**src/rtl/fp_addsub_sequencer.sv**
```systemverilog
// Request FIFO plus issue/wait/hold sequencer in front of an FP32 addsub responder.
// Operands and results pass through bit-exact; one request is outstanding at a time.
module fp_addsub_sequencer #(
    parameter int DEPTH   = 4,
    parameter int TIMEOUT = 64
) (
    input  logic                     clk,
    input  logic                     n_rst,
    input  logic                     req_valid,
    output logic                     req_ready,
    input  logic                     req_mode,
    input  logic [31:0]              req_op1,
    input  logic [31:0]              req_op2,
    output logic                     add_start,
    output logic                     mode,
    output logic [31:0]              op1,
    output logic [31:0]              op2,
    input  logic                     add_done,
    input  logic [31:0]              add_result,
    input  logic                     add_overflow,
    output logic                     rsp_valid,
    input  logic                     rsp_ready,
    output logic [31:0]              rsp_result,
    output logic                     rsp_overflow,
    output logic                     rsp_timeout,
    output logic                     busy,
    output logic [$clog2(DEPTH):0]   count
);

    localparam int AW = $clog2(DEPTH);
    localparam int TW = $clog2(TIMEOUT);
    localparam logic [AW:0] FULL_COUNT = (AW + 1)'(DEPTH);

    typedef enum logic [1:0] {IDLE, ISSUE, WAIT, HOLD} state_t;

    typedef struct packed {
        logic        mode;
        logic [31:0] op1;
        logic [31:0] op2;
    } req_t;

    state_t          state;
    req_t            mem [DEPTH];
    logic [AW-1:0]   wr_ptr;
    logic [AW-1:0]   rd_ptr;
    logic [TW-1:0]   timer;
    logic            push;
    logic            pop;

    assign req_ready = (count != FULL_COUNT);
    assign push      = req_valid && req_ready;
    assign pop       = (state == IDLE) && (count != '0) && !rsp_valid;
    assign busy      = (state != IDLE) || (count != '0);

    // NOTE: the storage array has no reset; reset empties the FIFO through the pointers
    // and count, so stale entries are never read.
    always_ff @(posedge clk) begin
        if (push) begin
            mem[wr_ptr] <= req_t'{mode: req_mode, op1: req_op1, op2: req_op2};
        end
    end

    // NOTE: all sequential state uses non-blocking assignments so every flop updates
    // from pre-edge values regardless of block ordering.
    always_ff @(posedge clk or negedge n_rst) begin
        if (!n_rst) begin
            wr_ptr <= '0;
            rd_ptr <= '0;
            count  <= '0;
        end else begin
            if (push) wr_ptr <= wr_ptr + AW'(1);
            if (pop)  rd_ptr <= rd_ptr + AW'(1);
            count <= count + {{AW{1'b0}}, push} - {{AW{1'b0}}, pop};
        end
    end

    always_ff @(posedge clk or negedge n_rst) begin
        if (!n_rst) begin
            state        <= IDLE;
            add_start    <= 1'b0;
            mode         <= 1'b0;
            op1          <= '0;
            op2          <= '0;
            timer        <= '0;
            rsp_valid    <= 1'b0;
            rsp_result   <= '0;
            rsp_overflow <= 1'b0;
            rsp_timeout  <= 1'b0;
        end else begin
            add_start <= 1'b0;
            case (state)
                IDLE: begin
                    if (pop) begin
                        {mode, op1, op2} <= mem[rd_ptr];
                        add_start        <= 1'b1;
                        state            <= ISSUE;
                    end
                end
                ISSUE: begin
                    timer <= '0;
                    state <= WAIT;
                end
                WAIT: begin
                    // A done pulse in the final timeout cycle still delivers its result.
                    if (add_done) begin
                        rsp_result   <= add_result;
                        rsp_overflow <= add_overflow;
                        rsp_timeout  <= 1'b0;
                        rsp_valid    <= 1'b1;
                        state        <= HOLD;
                    end else if (timer == TW'(TIMEOUT - 1)) begin
                        rsp_result   <= '0;
                        rsp_overflow <= 1'b0;
                        rsp_timeout  <= 1'b1;
                        rsp_valid    <= 1'b1;
                        state        <= HOLD;
                    end else begin
                        timer <= timer + TW'(1);
                    end
                end
                HOLD: begin
                    if (rsp_ready) begin
                        rsp_valid <= 1'b0;
                        state     <= IDLE;
                    end
                end
                default: state <= IDLE;
            endcase
        end
    end

endmodule

```
**config.mk**
```make
export PLATFORM = sky130hd
export DESIGN_NAME = fp_addsub_sequencer
export DESIGN_NICKNAME = d
export VERILOG_FILES = /design/src/rtl/fp_addsub_sequencer.sv
export SDC_FILE = /design/constraint.sdc
export NUM_CORES = 1
export LEC_CHECK = 0
export BUFFER_PORTS_ARGS = -buffer_cell sky130_fd_sc_hd__buf_2
export CAP_MARGIN = 5
export CELL_PAD_IN_SITES_DETAIL_PLACEMENT = 0
export CELL_PAD_IN_SITES_GLOBAL_PLACEMENT = 1
export CORE_MARGIN = 1
export CORE_UTILIZATION = 26
export CTS_BUF_LIST = sky130_fd_sc_hd__clkbuf_4 sky130_fd_sc_hd__clkbuf_8
export CTS_CLUSTER_DIAMETER = 40
export DETAILED_ROUTE_END_ITERATION = 10
export GPL_TIMING_DRIVEN = 0
export HOLD_SLACK_MARGIN = 0.03
export PLACE_DENSITY = 0.58
export SKIP_LAST_GASP = 1
export SLEW_MARGIN = 40
export SYNTH_ARGS = -nofsm -noshare
export SYNTH_HDL_FRONTEND = slang
export SYNTH_SLANG_ARGS = --single-unit
```
**constraint.sdc**
```tcl
create_clock -name clk -period 4.8 [get_ports clk]
set_input_delay 0.96 -clock clk [delete_from_list [all_inputs] [get_ports clk]]
set_output_delay 0.96 -clock clk [all_outputs]
set_load 0.005 [all_outputs]
```
==> results.yml, run 1 <==
sta:
  setup-tns-final_ns: 0
  worst_slew_pin_slew_ns: 0.743
  clock.fmax_mhz: 320
  finalSetupViolCount: 0
  min_period_ns: 3.13
  whs_ns: 0.154
  rsz0062_at_grt: "false"
  drv_slew: 0
  slew_headroom_pct: 50.5
  finalClockSkew_ns: 0.0277
  hold_violations: 0
  layout_setup_ws_ns: 1.67
  post-route-period-util_pct: 65.2
grt:
  antenna_found_initial: 8
  grt_pass1_wl_mm: 51.2
  grt_pass1_vias: 8289
  track_usage_pct: 12.3
  overflow: 0
  grt_start_max_net_pins: 56
floorplanning:
  fp.dieArea_um2: 56200
  rows: 85
  ios: 209
  core_um2: 54200
  start_util_pct: 26.5
  die_h_um: 237
  die_x_um: 237
clock_tree:
  clk_path_buf_depth: 3
  path_clk_slew_ns: 0.05
  tritoncts: "built"
  ctsHtreeMaxLevel: 3
  clk_latency_ns: 0.65
  cts_buffers: 80
  root_buffer: "clkbuf_8"
  cts_setup_buffers: 0
  hold_buffers: 0
  post_cts_resized: 0
  cts_sinks: 376
yosys:
  yosysWarningCount: 0
  netlist_top_cells_count: "edfxtp_1 (260), dfrtp_1 (116), nand2_1 (75)"
  synthCells: 741
  synth_most_common_cell: "edfxtp_1"
  synth.cell_area_um2: 14400
  synthesis.nets: 857
  synth_edf_count: 260
  yosys_register_bits: 376
  yosysUniqueCellTypes: 48
  yosys-top-cells-area: "edfxtp_1 (54%), dfrtp_1 (20%), mux4_2 (10%)"
  yosysTopAreaCellShare_pct: 54.3
  yosys.area.top_type: "edfxtp_1"
  yosysSeqAreaShare_pct: 74.5
  synthArstFlopShare_pct: 30.9
  ys.flop_type: "edfxtp_1"
  avgSynthCellArea_um2: 19.4
power_and_ir_drop:
  power_switching_mw: 3.48
  clock_power_share_pct: 32.0
  pwr-share-seq_pct: 40.3
  combPwrFrac_pct: 27.7
  p_int_mw: 8.44
  p_sw_share_pct: 29.2
  p_leak_nw: 7.02
  powerDensity_nw_per_um2: 649
  peakVddDrop_mv: 0.275
run_status:
  status: "complete, no violations"
worst_setup_path:
  path_max_fanout: 5
  worstPathCellList: "inv_1 -> ha_1 -> or4b_1 -> clkbuf_1 -> buf_2"
  cp.required_ns: 3.84
  reg2reg_slack_ns: 1.74
  r2r_end: "count[2]"
  worstSetupEndpointType: "output pin"
  critPathLaunchType: "flop"
  setup.worst_path.class: "flop to output pin"
  r2r_start: "state[1]"
  cpPeakStageDelay_ns: 0.44
  cp_data_arrival_time_ns: 2.17
  r2r_cells: 11
  slowest_stage: "or4b_1"
place:
  dp.final_hpwl_mm: 21.9
  pre_cts_slack_ns: 1.69
  place_area_um2: 16500
  port_buffers: 207
  gp_congestion: 0.722
finish:
  final_util_pct: 33.9
  final_area_um2: 18400
  syn_to_final_growth_pct: 27.8
  nFillCells: 5289
  drive_above_1_share_pct: 46.8
  multi_input_area_um2: 3400
  regArea_um2: 10700
  finalNetCount: 1156
detailed_routing:
  antenna_left: 0
  drt-initial-drc-count: 250
  vias_per_cell: 4.30
  totalWireLength_mm: 33.8
  wl_per_cell_um: 18.7
  drt-pass1-iter-count: 4
  drc: 0
  num_vias: 7759
run:
  maxCapViolCount: 0
worst_hold_path:
  hold_class: "primary input to asynchronous set/reset pin"
==> power groups by stage <==
stage          registers (mW)  logic (mW)  clock network [mW]
2_1_floorplan            4.86        2.05                   0
3_3_place_gp             4.91        3.29                   0
3_5_place_dp             4.87        3.44                   0
4_1_cts                  4.82        3.44                3.95
5_1_grt                  4.90        3.66                4.09
6_report                 4.80        3.31                3.81
==> logic make-up (layout without fill, tap and decap cells) <==
| family | Yosys count | after routing | share of synthesized area [%] |
|---|---|---|---|
| buf+inv | 50 | 415 | 2.00 |
| simple gates | 110 | 110 | 3.63 |
| other cells | 0 | 3 | 0 |
| xor+xnor | 5 | 5 | 0.305 |
| flops | 376 | 376 | 74.5 |
| mux | 131 | 131 | 16.1 |
| compound gates | 56 | 56 | 2.28 |
| fa+ha+maj | 13 | 13 | 1.18 |
==> cells in the final DEF (no fill, tap or decap), types with 4 or more instances in the layout <==
cell / count
buf_12: 10
nor2b_1: 5
and3_4: 4
clkbuf_4: 22
dfrtp_1: 116
a21oi_1: 4
o21ai_0: 29
nand2_1: 75
clkinv_1: 7
clkbuf_1: 15
clkinv_4: 5
nand4_1: 4
mux4_2: 65
buf_2: 217
edfxtp_1: 260
clkinvlp_4: 10
inv_1: 11
mux2_2: 38
o21ai_1: 6
ha_1: 12
clkinv_2: 5
mux2_4: 28
bufinv_16: 8
clkbuf_8: 86
==> metal layers <==
metal  wire length (um)  vias to the layer above  track usage (%)
met4               1020                        6             4.91
met2              15900                      241             19.8
met3               2700                       90             5.29
met1              14100                     3915             14.5
met5                 41                        -                0
li1                   -                     3507                -
==> worst max-delay path: cells and delay by family (launching register included) <==
family                   cells  cell delay [ns]
adder cells (fa/ha/maj)      1             0.25
buffers and inverters        3             0.44
flip-flops                   1             0.39
AND/OR/NAND/NOR              1             0.44
==> flip-flops by register name, summed over array words and instances, names as in the netlist, 2 cells and up <==
register    flops
count           3
mem           260
op1            32
op2            32
rd_ptr          2
rsp_result     32
state           2
timer           6
wr_ptr          2
==> worst max path at each step <==
| stage | slack (ns) | from | end |
|---|---|---|---|
| 4_1_cts | 1.57 | state[1] | busy |
| 2_1_floorplan | 1.84 | req_valid | mem[0][0] |
| 6_report | 1.67 | state[1] | busy |
| 5_1_grt | 1.46 | state[1] | count[2] |
| 3_3_place_gp | -0.12 | req_valid | mem[3][38] |
| 3_5_place_dp | 1.69 | state[0] | count[2] |
==> through the flow <==
step | total power [mW] | instances
4_1_cts | 12.2 | 1802
6_report | 11.9 | 1805
3_3_place_gp | 8.21 | 1644
3_5_place_dp | 8.30 | 1654
5_1_grt | 12.6 | 1803
2_1_floorplan | 6.91 | 741
==> cell type report <==
type                       count  share of cell area, %
antenna                        3                 0.0409
buffer                        39                   1.36
clock buffer                 108                   7.34
clock inverter                40                   2.58
inverter                      11                  0.225
multi-input combinational    315                   18.5
sequential                   376                   58.3
tap                          696                   4.74
timing repair buffer         217                   6.91
No activity file was read; power rests on OpenSTA's default activity.
==> run 2, diff against run 1 <==
--- a/config.mk
+++ b/config.mk
@@ -16,7 +16,7 @@
 export DETAILED_ROUTE_END_ITERATION = 10
 export GPL_TIMING_DRIVEN = 0
 export HOLD_SLACK_MARGIN = 0.03
-export PLACE_DENSITY = 0.58
+export PLACE_DENSITY = 0.59
 export SKIP_LAST_GASP = 1
 export SLEW_MARGIN = 40
 export SYNTH_ARGS = -nofsm -noshare
==> constraint.sdc (replaced) <==
create_clock -name clk -period 2.5 [get_ports clk]
set_input_delay 0.5 -clock clk [delete_from_list [all_inputs] [get_ports clk]]
set_output_delay 0.5 -clock clk [all_outputs]
set_load 0.005 [all_outputs]
==> results.yml, run 2 (synthesized netlist as in run 1, its figures left out) <==
run_status:
  status: "complete, no violations"
finish:
  finalNetCount: 1250
  nFillCells: 5193
  final_common_cell: "edfxtp_1"
  largest_register_ffs: 260
  final_area_um2: 19200
  regMostFlops: "mem"
  syn_to_final_growth_pct: 33.6
  drive_above_1_share_pct: 43.8
  final_cell_mix: "edfxtp_1 (260), buf_2 (217), dfrtp_1 (114)"
sta:
  slew_headroom_pct: 51.8
  finalSetupViolCount: 0
  rsz0062_at_grt: "false"
  drv_slew: 0
  hold_violations: 0
  clock.fmax_mhz: 418
  min_period_ns: 2.39
  post-route-period-util_pct: 95.7
  worst_slew_pin_slew_ns: 0.723
  layout_setup_ws_ns: 0.107
  finalClockSkew_ns: 0.0313
run:
  maxCapViolCount: 0
clock_tree:
  cts_buffers: 76
  root_buffer: "clkbuf_8"
  clk_path_buf_depth: 3
  ctsHtreeMaxLevel: 3
  clk_latency_ns: 0.65
  cts_sinks: 376
  tritoncts: "built"
  path_clk_slew_ns: 0.06
power_and_ir_drop:
  p_leak_nw: 7.39
  peakVddDrop_mv: 0.455
  powerDensity_nw_per_um2: 1180
detailed_routing:
  drt-initial-drc-count: 299
  wl_per_cell_um: 18.0
  drt-pass1-iter-count: 4
  antenna_left: 0
  totalWireLength_mm: 34.1
  num_vias: 8075
  drc: 0
  vias_per_cell: 4.26
worst_setup_path:
  r2r_cells: 11
  r2r_start: "state[0]"
  slowest_stage: "or4b_4"
  worstPathCellList: "inv_2 -> ha_4 -> or4b_4 -> buf_2"
  reg2reg_slack_ns: 0.11
  setup.worst_path.class: "flop to output pin"
  cp_data_arrival_time_ns: 1.89
  crit_buf_inv: 2
  worstSetupEndpointType: "output pin"
  r2r_end: "count[2]"
  path_max_fanout: 5
  cp_top_family: "simple AND/OR/NAND/NOR gates"
  critPathLaunchType: "flop"
  cpPeakStageDelay_ns: 0.46
  cp.required_ns: 2.00
worst_hold_path:
  holdPathEnd: "rsp_result[30]"
  hold_depth: 3
  min_from: "add_result[30]"
  hold_class: "primary input to flop"
grt:
  antenna_found_initial: 5
  track_usage_pct: 12.4
  grt_pass1_wl_mm: 52.1
  grt_start_max_net_pins: 60
  grt_pass1_vias: 8738
  overflow: 0
floorplanning:
  die_x_um: 237
  die_h_um: 237
  start_util_pct: 26.5
  fp.dieArea_um2: 56200
  ios: 209
  rows: 85
  core_um2: 54200
place:
  pre_cts_slack_ns: -0.607
  place_area_um2: 16500
  port_buffers: 207
  dp.final_hpwl_mm: 21.3
  gp_congestion: 0.712
## run 2: through the flow
step / hold WS, ns / utilization [%] / TNS (ns) / cells / power, mW
global placement: 0.486 / 30.0 / -252.33 / 1644 / 15.7
floorplan: 0.204 / - / 0 / 741 / 13.2
global route: 0.0611 / 35.4 / 0 / 1895 / 24.0
CTS: 0.0303 / 35.4 / 0 / 1892 / 23.1
detailed placement: 0.394 / 30.5 / -1.99 / 1654 / 15.9
finish: 0.109 / 35.4 / 0 / 1895 / 22.6
## run 2: repair_timing
| item | 4_1_cts | 5_1_grt |
|---|---|---|
| resized for setup | 11 | 2 |
| pin swaps | 2 | 0 |
| hold buffers | 90 | 0 |
| cloned | 0 | 0 |
| setup buffers | 9 | 1 |
| endpoints found under the setup margin | 16 | 2 |
| endpoints found under the hold margin | 335 | 0 |
## run 2: layer usage
metal  part of all wire [%]  vias up  track usage, %
met3                    6.2       73            4.09
li1                       -     3690               -
met2                     47      235            20.2
met5                   0.12        -               0
met4                    2.8        6            5.32
met1                     44     4071            15.1
## run 2: final cells by class
| class | instances | area, um2 | area share (%) |
|---|---|---|---|
| clock buffer | 103 | 1310 | 6.80 |
| tap | 696 | 871 | 4.54 |
| multi-input combinational | 315 | 3430 | 17.9 |
| inverter | 11 | 41.3 | 0.215 |
| timing repair buffer | 317 | 2240 | 11.7 |
| clock inverter | 38 | 352 | 1.83 |
| buffer | 37 | 249 | 1.30 |
| antenna | 2 | 5.00 | 0.0261 |
| sequential | 376 | 10700 | 55.8 |
## run 2: where the power goes
| group | total [mW] | internal [mW] | switching, mW |
|---|---|---|---|
| Combinational | 6.63 | 3.47 | 3.16 |
| Clock | 6.76 | 3.96 | 2.80 |
| Sequential | 9.21 | 8.54 | 0.676 |
## run 2: worst register-to-register path, stage by stage, from the launching register on
cell	delay, ns
dfrtp_1	0.37
inv_2	0.07
ha_4	0.18
nor3b_4	0.14
buf_4	0.17
buf_12	0.17
ha_1	0.29
inv_1	0.03
ha_1	0.18
fa_1	0.37
xnor2_1	0.19
xnor2_1	0.13
## run 2: worst max-delay path by stage
stage / slack [ns] / depth (start not counted) / to / startpoint
5_1_grt: 0.005 / 11 / count[2] / state[0]
4_1_cts: 0.03 / 4 / busy / state[0]
3_3_place_gp: -1.27 / 1 / op2[24] / n_rst
2_1_floorplan: 0.1 / 11 / count[2] / state[0]
6_report: 0.11 / 4 / busy / state[0]
3_5_place_dp: -0.61 / 11 / count[2] / state[1]
==> run 3, diff against run 2 <==
--- a/config.mk
+++ b/config.mk
@@ -14,8 +14,8 @@
 export CTS_BUF_LIST = sky130_fd_sc_hd__clkbuf_4 sky130_fd_sc_hd__clkbuf_8
 export CTS_CLUSTER_DIAMETER = 40
 export DETAILED_ROUTE_END_ITERATION = 10
-export GPL_TIMING_DRIVEN = 0
 export HOLD_SLACK_MARGIN = 0.03
+export MAX_ROUTING_LAYER = met4
 export PLACE_DENSITY = 0.59
 export SKIP_LAST_GASP = 1
 export SLEW_MARGIN = 40
==> results.yml, run 3 (synthesized netlist as in run 1, its figures left out) <==
run_status:
  status: "complete, no violations"
finish:
  final_util_pct: 35.4
  largest_register_ffs: 260
  nFillCells: 5255
  drive_above_1_share_pct: 44.0
  fin_cells: 1883
  final_cell_mix: "edfxtp_1 (260), buf_2 (207), dfrtp_1 (114)"
  finalNetCount: 1233
  syn_to_final_growth_pct: 33.7
  final_common_cell: "edfxtp_1"
  regMostFlops: "mem"
sta:
  worst_slew_pin_slew_ns: 0.599
  rsz0062_at_grt: "false"
  min_period_ns: 2.38
  hold_violations: 0
  slew_headroom_pct: 60.1
  drv_slew: 0
  finalClockSkew_ns: 0.0284
  clock.fmax_mhz: 419
  post-route-period-util_pct: 95.4
  layout_setup_ws_ns: 0.115
  finalSetupViolCount: 0
  setup-tns-final_ns: 0
worst_setup_path:
  cp.required_ns: 2.00
  setup.worst_path.class: "flop to output pin"
  critPathLaunch: "state[0]"
  crit_end: "busy"
  cpPeakStageDelay_ns: 0.46
  r2r_cells: 9
  cp_top_family: "simple AND/OR/NAND/NOR gates"
  worstPathCellList: "inv_2 -> ha_4 -> or4b_4 -> buf_2"
  crit_buf_inv: 2
  r2r_start: "count[1]"
  reg2reg_slack_ns: 0.17
  slowest_stage: "or4b_4"
  worstSetupEndpointType: "output pin"
  critPathLaunchType: "flop"
  r2r_end: "count[2]"
  worst-path-stages: 4
  path_max_fanout: 5
  cp_data_arrival_time_ns: 1.88
floorplanning:
  die_h_um: 237
  start_util_pct: 26.5
  die_x_um: 237
  rows: 85
  core_um2: 54200
  ios: 209
  fp.dieArea_um2: 56200
detailed_routing:
  wl_per_cell_um: 17.6
  drt-initial-drc-count: 303
  vias_per_cell: 4.23
  antenna_left: 0
  num_vias: 7973
  totalWireLength_mm: 33.2
  drt-pass1-iter-count: 4
  drc: 0
worst_hold_path:
  hold_class: "primary input to flop"
  hold_depth: 1
power_and_ir_drop:
  powerDensity_nw_per_um2: 1180
  p_leak_nw: 7.35
  peakVddDrop_mv: 0.521
clock_tree:
  cts_buffers: 81
  path_clk_slew_ns: 0.05
  ctsHtreeMaxLevel: 3
  clk_path_buf_depth: 3
  cts_sinks: 376
  root_buffer: "clkbuf_8"
  clk_latency_ns: 0.65
  tritoncts: "built"
grt:
  track_usage_pct: 12.4
  grt_start_max_net_pins: 67
  overflow: 0
  grt_pass1_wl_mm: 50.6
  antenna_found_initial: 3
  grt_pass1_vias: 8720
place:
  dp.final_hpwl_mm: 18.7
  port_buffers: 208
  gp_congestion: 0.717
  pre_cts_slack_ns: 0.171
  dp.cells: 1629
run:
  maxCapViolCount: 0
[run 3: worst register-to-register path, stage by stage, from the launching register on]
cell and delay (ns):
dfrtp_1 0.41, or3b_1 0.48, and2_1 0.24, inv_1 0.07, ha_1 0.12, inv_1 0.04, ha_1 0.19, fa_1 0.38
xnor2_1 0.14, xnor2_1 0.13
[run 3: worst min-delay path by stage]
stage,startpoint,end,slack (ns)
2_1_floorplan,n_rst,add_start,0.20
3_3_place_gp,rsp_timeout,rsp_timeout,0.47
3_5_place_dp,rsp_timeout,rsp_timeout,0.49
4_1_cts,req_op1[20],mem[1][52],0.04
5_1_grt,req_op1[20],mem[0][52],0.06
6_report,req_op1[20],mem[1][52],0.12
[run 3: repair_timing]
| action | 4_1_cts | 5_1_grt |
|---|---|---|
| endpoints found under the setup margin | 1 | 0 |
| setup buffers | 3 | 0 |
| hold buffers | 98 | 0 |
| resized for setup | 5 | 0 |
| hold endpoints to repair | 331 | 0 |
[run 3: layout make-up]
| class | count | area [um2] | share of cell area (%) |
|---|---|---|---|
| diodes | 4 | 10.0 | 0.0521 |
| clock buffers | 109 | 1380 | 7.15 |
| clock inverters | 40 | 404 | 2.10 |
| inverters | 11 | 41.3 | 0.215 |
| multi-input cells | 315 | 3420 | 17.8 |
| flip-flops and latches | 376 | 10700 | 55.8 |
| well taps | 696 | 871 | 4.53 |
| repair buffers | 332 | 2390 | 12.4 |
[run 3: routing by layer]
| metal | up-vias | routed length, um | GRT usage, % |
|---|---|---|---|
| met2 | 248 | 15800 | 19.9 |
| met5 | - | 0 | - |
| met4 | 0 | 836 | 5.24 |
| li1 | 3667 | - | - |
| met3 | 68 | 2030 | 3.79 |
| met1 | 3990 | 14600 | 14.5 |
[run 3: through the flow]
stage,cell area (um2),power (mW),hold WS (ns)
after CTS,19200,23.3,0.0363
after detailed placement,16400,15.8,0.488
final,19200,22.7,0.117
after global placement,16400,15.7,0.471
after floorplan,14400,13.2,0.204
after global routing,19200,24.1,0.0601
[run 3: power by group]
part	switching, mW	internal, mW	total, mW
Combinational	2.85	3.34	6.19
Sequential	0.870	8.55	9.42
Clock	2.86	4.26	7.11
